==> src/rtl/gate_pkg.sv <==
// Shared types for the serial gate blocks: gate opcodes and the deserializer FSM states.
package gate_pkg;

    typedef enum logic [1:0] {
        GATE_AND  = 2'b00,
        GATE_OR   = 2'b01,
        GATE_XOR  = 2'b10,
        GATE_NAND = 2'b11
    } gate_op_e;

    typedef enum logic [1:0] {
        IDLE  = 2'd0,
        SHIFT = 2'd1,
        DONE  = 2'd2
    } deser_state_e;

endpackage

==> src/rtl/serial_gate8_deser_if.sv <==
// Control, serial-input and parallel-output handshake bundle of serial_gate8_deser.
interface serial_gate8_deser_if #(
    parameter int WIDTH = 8
);
    logic             start;
    logic [1:0]       op;
    logic             bit_valid;
    logic             bit_a;
    logic             bit_b;
    logic             bit_ready;
    logic             out_valid;
    logic             out_ready;
    logic [WIDTH-1:0] out_data;
    logic             busy;

    // The producer/consumer side drives the stream and the output ready.
    modport master (
        output start, op, bit_valid, bit_a, bit_b, out_ready,
        input  bit_ready, out_valid, out_data, busy
    );

    modport slave (
        input  start, op, bit_valid, bit_a, bit_b, out_ready,
        output bit_ready, out_valid, out_data, busy
    );
endinterface

==> src/rtl/gate_sel_cell.sv <==
// Combinational 1-bit two-input gate with a 2-bit operation select.
module gate_sel_cell
    import gate_pkg::*;
(
    input  gate_op_e op,
    input  logic     a,
    input  logic     b,
    output logic     y
);

    always_comb begin
        // NOTE: y gets a default before the case so no path leaves it unassigned (no latch).
        y = 1'b0;
        case (op)
            GATE_AND:  y = a & b;
            GATE_OR:   y = a | b;
            GATE_XOR:  y = a ^ b;
            GATE_NAND: y = ~(a & b);
            default:   y = 1'b0;
        endcase
    end

endmodule

==> src/rtl/serial_gate8_deser.sv <==
// Bit-serial gate: applies a latched 2-input gate to LSB-first bit pairs and
// assembles the results into a WIDTH-bit word behind a valid/ready handshake.
module serial_gate8_deser
    import gate_pkg::*;
#(
    parameter int WIDTH = 8
) (
    input logic                 clk,
    input logic                 rst_n,
    serial_gate8_deser_if.slave bus
);

    localparam int CW = $clog2(WIDTH);

    deser_state_e     state;
    gate_op_e         op_q;
    logic [CW-1:0]    cnt;
    logic [WIDTH-1:0] sr;
    logic [WIDTH-1:0] data_q;
    logic             res;

    gate_sel_cell u_gate (
        .op (op_q),
        .a  (bus.bit_a),
        .b  (bus.bit_b),
        .y  (res)
    );

    // NOTE: all state updates use non-blocking assignments so every register samples pre-edge values.
    always_ff @(posedge clk or negedge rst_n) begin
        if (!rst_n) begin
            state  <= IDLE;
            op_q   <= GATE_AND;
            cnt    <= '0;
            sr     <= '0;
            data_q <= '0;
        end else begin
            case (state)
                IDLE: begin
                    if (bus.start) begin
                        op_q  <= gate_op_e'(bus.op);
                        cnt   <= '0;
                        sr    <= '0;
                        state <= SHIFT;
                    end
                end
                SHIFT: begin
                    if (bus.bit_valid) begin
                        // Result enters at the MSB so the first bit lands at bit 0 after WIDTH accepts.
                        sr  <= {res, sr[WIDTH-1:1]};
                        cnt <= cnt + CW'(1);
                        if (cnt == CW'(WIDTH - 1)) begin
                            data_q <= {res, sr[WIDTH-1:1]};
                            state  <= DONE;
                        end
                    end
                end
                DONE: begin
                    if (bus.out_ready) state <= IDLE;
                end
                default: state <= IDLE;
            endcase
        end
    end

    assign bus.bit_ready = (state == SHIFT);
    assign bus.out_valid = (state == DONE);
    assign bus.busy      = (state != IDLE);
    assign bus.out_data  = data_q;

endmodule

==> src/flat_wrapper.sv <==
// flat-port wrapper written by rule: the top's interface ports become plain ports
module serial_gate8_deser_flat import gate_pkg::*;
#(
    parameter int WIDTH = 8
)
  (clk, rst_n, bus_start, bus_op, bus_bit_valid, bus_bit_a, bus_bit_b, bus_out_ready, bus_bit_ready, bus_out_valid, bus_out_data, bus_busy);
  serial_gate8_deser_if #(.WIDTH(WIDTH)) bus_i ();
  input logic clk;
  input logic rst_n;
  input wire logic [$bits(bus_i.start)-1:0] bus_start;
  input wire logic [$bits(bus_i.op)-1:0] bus_op;
  input wire logic [$bits(bus_i.bit_valid)-1:0] bus_bit_valid;
  input wire logic [$bits(bus_i.bit_a)-1:0] bus_bit_a;
  input wire logic [$bits(bus_i.bit_b)-1:0] bus_bit_b;
  input wire logic [$bits(bus_i.out_ready)-1:0] bus_out_ready;
  output wire logic [$bits(bus_i.bit_ready)-1:0] bus_bit_ready;
  output wire logic [$bits(bus_i.out_valid)-1:0] bus_out_valid;
  output wire logic [$bits(bus_i.out_data)-1:0] bus_out_data;
  output wire logic [$bits(bus_i.busy)-1:0] bus_busy;
  assign bus_i.start = bus_start;
  assign bus_i.op = bus_op;
  assign bus_i.bit_valid = bus_bit_valid;
  assign bus_i.bit_a = bus_bit_a;
  assign bus_i.bit_b = bus_bit_b;
  assign bus_i.out_ready = bus_out_ready;
  assign bus_bit_ready = bus_i.bit_ready;
  assign bus_out_valid = bus_i.out_valid;
  assign bus_out_data = bus_i.out_data;
  assign bus_busy = bus_i.busy;
  serial_gate8_deser #(.WIDTH(WIDTH)) u_core (.clk(clk), .rst_n(rst_n), .bus(bus_i));
endmodule
==> config.mk <==
export PLATFORM = sky130hd
export DESIGN_NAME = serial_gate8_deser_flat
export DESIGN_NICKNAME = d
export VERILOG_FILES = /design/src/rtl/gate_pkg.sv /design/src/rtl/serial_gate8_deser_if.sv /design/src/rtl/gate_sel_cell.sv /design/src/rtl/serial_gate8_deser.sv /design/src/flat_wrapper.sv
export SDC_FILE = /design/constraint.sdc
export NUM_CORES = 1
export LEC_CHECK = 0
export BUFFER_PORTS_ARGS = -buffer_cell sky130_fd_sc_hd__clkbuf_2
export CAP_MARGIN = 20
export CELL_PAD_IN_SITES_DETAIL_PLACEMENT = 0
export CELL_PAD_IN_SITES_GLOBAL_PLACEMENT = 2
export CORE_MARGIN = 10
export CORE_UTILIZATION = 35
export CTS_CLUSTER_DIAMETER = 40
export CTS_CLUSTER_SIZE = 14
export DETAILED_ROUTE_END_ITERATION = 6
export PLACE_DENSITY = 0.88
export SLEW_MARGIN = 20
export SYNTH_ARGS = -nofsm -noshare
export SYNTH_HDL_FRONTEND = slang
export SYNTH_SLANG_ARGS = --single-unit
==> constraint.sdc <==
create_clock -name clk -period 1.5 [get_ports clk]
set_input_delay 0.15 -clock clk [delete_from_list [all_inputs] [get_ports clk]]
set_output_delay 0.15 -clock clk [all_outputs]
set_load 0.03 [all_outputs]
==> out/results.ini, run 1 <==
[die]
die_area_mm2=0.005697
die_w_um=75.48
pin_count=20
initial_core_util=0.3587
die_y_um=75.48
num_rows=20
core_area_mm2=0.003003

[timing]
slew_headroom=0.6445
fin_skew_ns=0.009781
rsz0062_at_grt=false
fin_setup_tns_ns=0
period_share=0.9343
finalMaxSlewViolations=0
hold_ws_ns=0.06798
max_freq_mhz=713.6
worstMarginPinSlew_ns=0.5333
setup_viol_count_final=0
post-route-min-period_ns=1.401
finalHoldViolations=0

[global_route]
grt_pass1_wl_um=3560
antenna_found_initial=0
grt_use_total=0.08086
overflow=0
first_global_vias=801
grt_max_degree=23

[synthesis]
async_flop_share=1.000
ys_seq_area_frac=0.5110
synth_fp_nets=107
synthTopCellsByArea=dfrtp_1, mux2i_1, nand2_1
ys_types=23
synth_top_area_share=0.5110
netlist_instances=94
synthFlopType=dfrtp_1
yosysWarnings=0
synth.most_common_cell=dfrtp_1
synth-edff-count=0
synth_commonest_cells=dfrtp_1, nand2_1, o21ai_0
synth_area_leader_cell=dfrtp_1
syn_area_mm2=0.001077
synth_seq_cells=22
avgSynthCellArea_um2=11.46

[final_layout]
ff_latch_area_um2=553.0
synthToLayoutAreaGrowth_pct=21.60
multi_input_area_um2=449.2
final_area_mm2=0.001310
layoutNonFillerInstCount=155
drive_gt1_frac=0.3525
num_antenna_cells=0
fin_util=0.4363
final_nets=136
n_fill_cell=299

[worst_setup_path]
path_cells=and2b_4 -> clkbuf_8
critical_path_buf_inv_count=1
startpoint_type=flip-flop
crit_slowest_cell=dfrtp_2
crit_required_ns=1.35
crit_type=flip-flop to output port
critPathTopFamily=flip-flops
path_max_fanout=8
cp.arrival_ns=1.25
slowest_delay_ns=0.46
cp-end-kind=output port

[clock_network]
clkLatencyLatePin_ns=0.31
path_clk_slew_ns=0.12
cts_tree=built
clk_path_buf_depth=2
h-tree-depth=1
cts_inserted_buffers=3
cts_root_buf=clkbuf_4
numClockSinks=22

[route]
ant_nets=0
wl_met2_um=1010
drt_iter0_markers=26
maxUsedRoutingLayer=met4
wirelength_um=1995
drc=0
wl_per_cell_um=12.87
drt_pass1_iterations=4
met3_wirelength_um=89
wl_met1_um=869
via_per_inst=4.703
num_vias=729

[hold_path]
worst_hold_path_type=primary input to flip-flop

[place]
place_inst=144
port_buffers=19
hpwl_um=1521
place_area_mm2=0.001187
gp_congestion=0.6959

[power_and_ir_drop]
p_leak_nw=0.6711
peakVddDrop_mv=0.9213
power.density_mw_per_mm2=1949

[run_status]
status=finished, final reports clean

[run]
maxCapViolCount=0

## path summary, 6_finish.rpt
| path | start | endpoint | slack [ns] | cells after the start |
|---|---|---|---|---|
| setup / recovery | u_core.state[1]$_DFFE_PN0P_ | bus_bit_ready | 0.1 | 2 |
| hold / removal | bus_op[0] | u_core.op_q[0]$_DFFE_PN0P_ | 0.07 | 2 |
| setup reg to reg | u_core.cnt[0]$_DFFE_PN0P_ | u_core.bus.out_data[0]$_DFFE_PN0P_ | 0.11 | 4 |
| hold reg to reg | u_core.bus.out_data[2]$_DFFE_PN0P_ | u_core.bus.out_data[2]$_DFFE_PN0P_ | 0.50 | 2 |
| max in group asynchronous | rst_n | u_core.state[1]$_DFFE_PN0P_ | 0.78 | 2 |
| min in group asynchronous | rst_n | u_core.sr[7]$_DFFE_PN0P_ | 0.33 | 2 |
## final cells by class
class	count	area share
sequential	22	0.4222
clock buffer	3	0.01719
tap	33	0.03152
timing repair buffer	28	0.1347
clock inverter	1	0.02292
multi-input combinational	58	0.3429
inverter	10	0.02865
## what timing repair did
item,CTS,global route
resized for setup,5,0
hold buffers,2,0
endpoints found under the hold margin,23,0
setup buffers,1,4
endpoints found under the setup margin,3,2
## state kept, by name, summed over array words and instances (netlist names)
name                 count
u_core.op_q              2
u_core.state             2
u_core.sr                7
u_core.cnt               3
u_core.bus.out_data      8
## where the power goes
part	leakage (nW)	internal [W]	switching [W]	total [W]
Clock	0.0279	0.000270	0.000183	0.000454
Sequential	0.277	0.000844	0.000149	0.000993
Combinational	0.366	0.000481	0.000625	0.00111
## placed cells by master, fill, tap and decap left out, types with 2 or more instances in the layout
cell and n:
dlygate4sd3_1 2, dfrtp_2 2, ha_1 4, nand2_1 16
dfrtp_1 20, mux2_2 4, mux2i_1 7, buf_4 7
inv_1 10, clkbuf_4 3, o21ai_0 11, clkbuf_2 18
o31ai_1 3
## logic make-up after synthesis
kind of cell / after synthesis / share of synthesized area
muxes: 13 / 0.1417
buffers and inverters: 14 / 0.07317
AOI/OAI and AO/OA: 18 / 0.09873
and+or+nand+nor: 23 / 0.1289
DFF: 22 / 0.5110
adders and majority gates: 4 / 0.04646
## through the flow
step	total power (W)	setup slack, ns
3_5_place_dp	0.002040	0.1109
5_1_grt	0.002779	0.005870
2_1_floorplan	0.001798	0.1192
6_report	0.002553	0.09859
3_3_place_gp	0.002013	0.1334
4_1_cts	0.002551	0.02364
## routing by layer
layer / GRT usage / vias to the layer above
met3: 0.02604 / 2
met1: 0.08860 / 338
met4: 0.04330 / 0
met5: 0 / -
li1: - / 377
met2: 0.1360 / 12
Power figures use the tool's default switching activity.
==> run 2: changes to the inputs <==
- ABC_AREA: default -> 1
- CORE_UTILIZATION: 35 -> 32
- GPL_TIMING_DRIVEN: default -> 1
- PLACE_DENSITY: 0.88 -> 0.87
==> run 2 against run 1 <==
Via count increased by 8.8%. Sequential share of layout area up 2.2 points. Sequential power fell by 2.1%. First-iteration DRC count increased by 120%. Critical endpoint unchanged. Largest cell class unchanged.
==> out/results.ini, run 2 <==
[timing]
rsz0062_at_grt=false  ; unchanged
worstMarginPinSlew_ns=0.5572  ; was 0.5333 ns
finalMaxSlewViolations=0  ; unchanged
fin_skew_ns=0.001770  ; was 0.009781 ns
slew_headroom=0.6285  ; was 0.6445
max_freq_mhz=744.5  ; was 713.6 MHz
setup_viol_count_final=0  ; unchanged
fin_setup_tns_ns=0  ; unchanged
finalHoldViolations=0  ; unchanged
period_share=0.8955  ; was 0.9343
post-route-min-period_ns=1.343  ; was 1.401 ns

[place]
port_buffers=19  ; unchanged
place_inst=174  ; was 144
gp_congestion=0.7447  ; was 0.6959
place_area_mm2=0.001169  ; was 0.001187 mm^2
hpwl_um=1568  ; was 1521 um

[die]
initial_core_util=0.3358  ; was 0.3587
die_area_mm2=0.005903  ; was 0.005697 mm^2
pin_count=20  ; unchanged
core_area_mm2=0.003078  ; was 0.003003 mm^2
die_w_um=76.83  ; was 75.48 um
num_rows=20  ; unchanged
die_y_um=76.83  ; was 75.48 um

[worst_setup_path]
path_max_fanout=6  ; was 8
crit_type=flip-flop to output port  ; unchanged
r2r_cells=7  ; was 4
startpoint_type=flip-flop  ; unchanged
crit_required_ns=1.35  ; about the same
cp.arrival_ns=1.19  ; was 1.25 ns
reg2reg_to=u_core.bus.out_data[1]$_DFFE_PN0P_  ; was u_core.bus.out_data[0]$_DFFE_PN0P_
cp-end-kind=output port  ; unchanged
ff2ff_setup_slack_ns=0.17  ; was 0.11 ns
worstReg2RegStart=u_core.cnt[0]$_DFFE_PN0P_  ; unchanged

[global_route]
grt_use_total=0.07079  ; was 0.08086
antenna_found_initial=0  ; unchanged
grt_pass1_wl_um=3463  ; was 3560 um
grt_max_degree=23  ; unchanged
overflow=0  ; unchanged
first_global_vias=793  ; was 801

[hold_path]
hold_end=u_core.state[1]$_DFFE_PN0P_  ; was u_core.op_q[0]$_DFFE_PN0P_
whs_path_depth=2  ; unchanged
worstHoldStart=bus_out_ready  ; was bus_op[0]
worst_hold_path_type=primary input to flip-flop  ; unchanged

[synthesis]
syn_area_mm2=0.001033  ; was 0.001077 mm^2
yosysWarnings=0  ; unchanged
async_flop_share=1.000  ; unchanged
synth_area_leader_cell=dfrtp_1  ; unchanged
synth-edff-count=0  ; unchanged
synth_commonest_cells=nand2_1, dfrtp_1, nand3_1  ; was dfrtp_1, nand2_1, o21ai_0
ys_seq_area_frac=0.5327  ; was 0.5110
synth_fp_nets=125  ; was 107
ys_types=15  ; was 23
avgSynthCellArea_um2=9.228  ; was 11.46 um^2
synth_seq_cells=22  ; unchanged
synthFlopType=dfrtp_1  ; unchanged
netlist_instances=112  ; was 94
synth_top_area_share=0.5327  ; was 0.5110
synth.most_common_cell=nand2_1  ; was dfrtp_1
synthTopCellsByArea=dfrtp_1, nand2_1, nand3_1  ; was dfrtp_1, mux2i_1, nand2_1

[route]
wirelength_um=2042  ; was 1995 um
drt_pass1_iterations=4  ; unchanged
drt_iter0_markers=57  ; was 26
ant_nets=0  ; unchanged
wl_per_cell_um=11.22  ; was 12.87 um
num_vias=793  ; was 729
drc=0  ; unchanged
via_per_inst=4.357  ; was 4.703

[clock_network]
numClockSinks=22  ; unchanged
h-tree-depth=1  ; unchanged
clk_path_buf_depth=2  ; unchanged
path_clk_slew_ns=0.12  ; about the same
cts_root_buf=clkbuf_4  ; unchanged
cts_inserted_buffers=3  ; unchanged
clkLatencyLatePin_ns=0.30  ; was 0.31 ns
cts_tree=built  ; unchanged

[final_layout]
num_antenna_cells=0  ; unchanged
final_cell_mix=nand2_1, dfrtp_1, clkbuf_2, nand3_1, inv_1  ; was dfrtp_1, clkbuf_2, nand2_1, o21ai_0, inv_1
largest_reg_flops=8  ; unchanged
drive_gt1_frac=0.3188  ; was 0.3525
final_nets=152  ; was 136
final_area_mm2=0.001241  ; was 0.001310 mm^2
final_common_cell=nand2_1  ; was dfrtp_1
synthToLayoutAreaGrowth_pct=20.10  ; was 21.60%
layoutNonFillerInstCount=182  ; was 155
fin_util=0.4033  ; was 0.4363

[power_and_ir_drop]
p_leak_nw=0.6623  ; was 0.6711 nW
power.density_mw_per_mm2=1884  ; was 1949 mW/mm^2
peakVddDrop_mv=0.5558  ; was 0.9213 mV

[run_status]
status=finished, final reports clean  ; unchanged

[run]
maxCapViolCount=0  ; unchanged

[run 2: cell count changes in the layout (fill, tap and decap cells not counted), moves of 5 or more]
cell     previous run  this run
inv_1              10        15
mux2i_1             7         0
nand2_1            16        24
nand2_2             0         7
nand3_1             0        17
o21ai_2             0         5
[run 2: logic make-up (layout without fill, tap and decap cells)]
kind of cell    count (synthesis)  in the layout  synth area share
simple gates                   53             53            0.2445
flops                          22             22            0.5327
fa+ha+maj                       4              4           0.04843
buf+inv                        19             45           0.08595
compound gates                 14             14           0.08837
[run 2: worst max-delay path by stage]
stage	from	end	slack, ns	depth (start not counted)
final	u_core.state[0]$_DFFE_PN0P_	bus_bit_ready	0.16	3
after global routing	u_core.state[0]$_DFFE_PN0P_	bus_bit_ready	0.05	3
after CTS	u_core.state[0]$_DFFE_PN0P_	bus_bit_ready	0.005	3
after detailed placement	u_core.cnt[0]$_DFFE_PN0P_	u_core.state[1]$_DFFE_PN0P_	0.18	6
after global placement	u_core.cnt[0]$_DFFE_PN0P_	u_core.state[1]$_DFFE_PN0P_	0.25	6
after floorplan	u_core.cnt[0]$_DFFE_PN0P_	u_core.state[1]$_DFFE_PN0P_	0.23	7
[run 2: critical path, cell delays in order, from the launching register on]
cell and delay [ns]:
dfrtp_2 0.42, inv_1 0.07, nor2_4 0.18, clkbuf_4 0.22
[run 2: final cells by class]
class,count,area [um^2]
timing repair buffer,24,137.6
fill,336,1837
multi-input combinational,71,394.1
inverter,17,66.31
sequential,22,551.8
clock buffer,4,36.28
tap,44,55.05
[run 2: power breakdown]
part / leakage, nW / internal, W / switching [W] / total [W]
clock: 0.0210 / 0.000148 / 0.000178 / 0.000326
combinational: 0.359 / 0.000369 / 0.000670 / 0.00104
sequential: 0.282 / 0.000830 / 0.000142 / 0.000972
[run 2: routing by layer]
metal	share of wire	vias to the layer above	global-route usage	wire (um)
li1	-	412	-	-
met1	0.46	364	0.08136	949
met2	0.49	15	0.1206	994
met3	0.043	2	0.01981	88
met4	0.0049	0	0.02788	10
met5	0	-	0	0
[run 2: stage by stage]
stage	worst slack, ns	hold WS [ns]	total power (W)
after floorplan	0.2338	-0.1456	0.001716
after global placement	0.2454	0.1594	0.001959
after detailed placement	0.1839	0.1719	0.001987
after CTS	0.004558	0.007006	0.002328
after global routing	0.04793	0.006611	0.002541
final	0.1568	0.01997	0.002338
[run 2: repair_timing]
action / CTS / global route
pin swaps: 0 / 1
buffers inserted: 0 / 3
gates cloned: 0 / 0
endpoints found under the setup margin: 1 / 1
resized for setup: 1 / 1
hold buffers: 1 / 0
hold endpoints to repair: 22 / 0
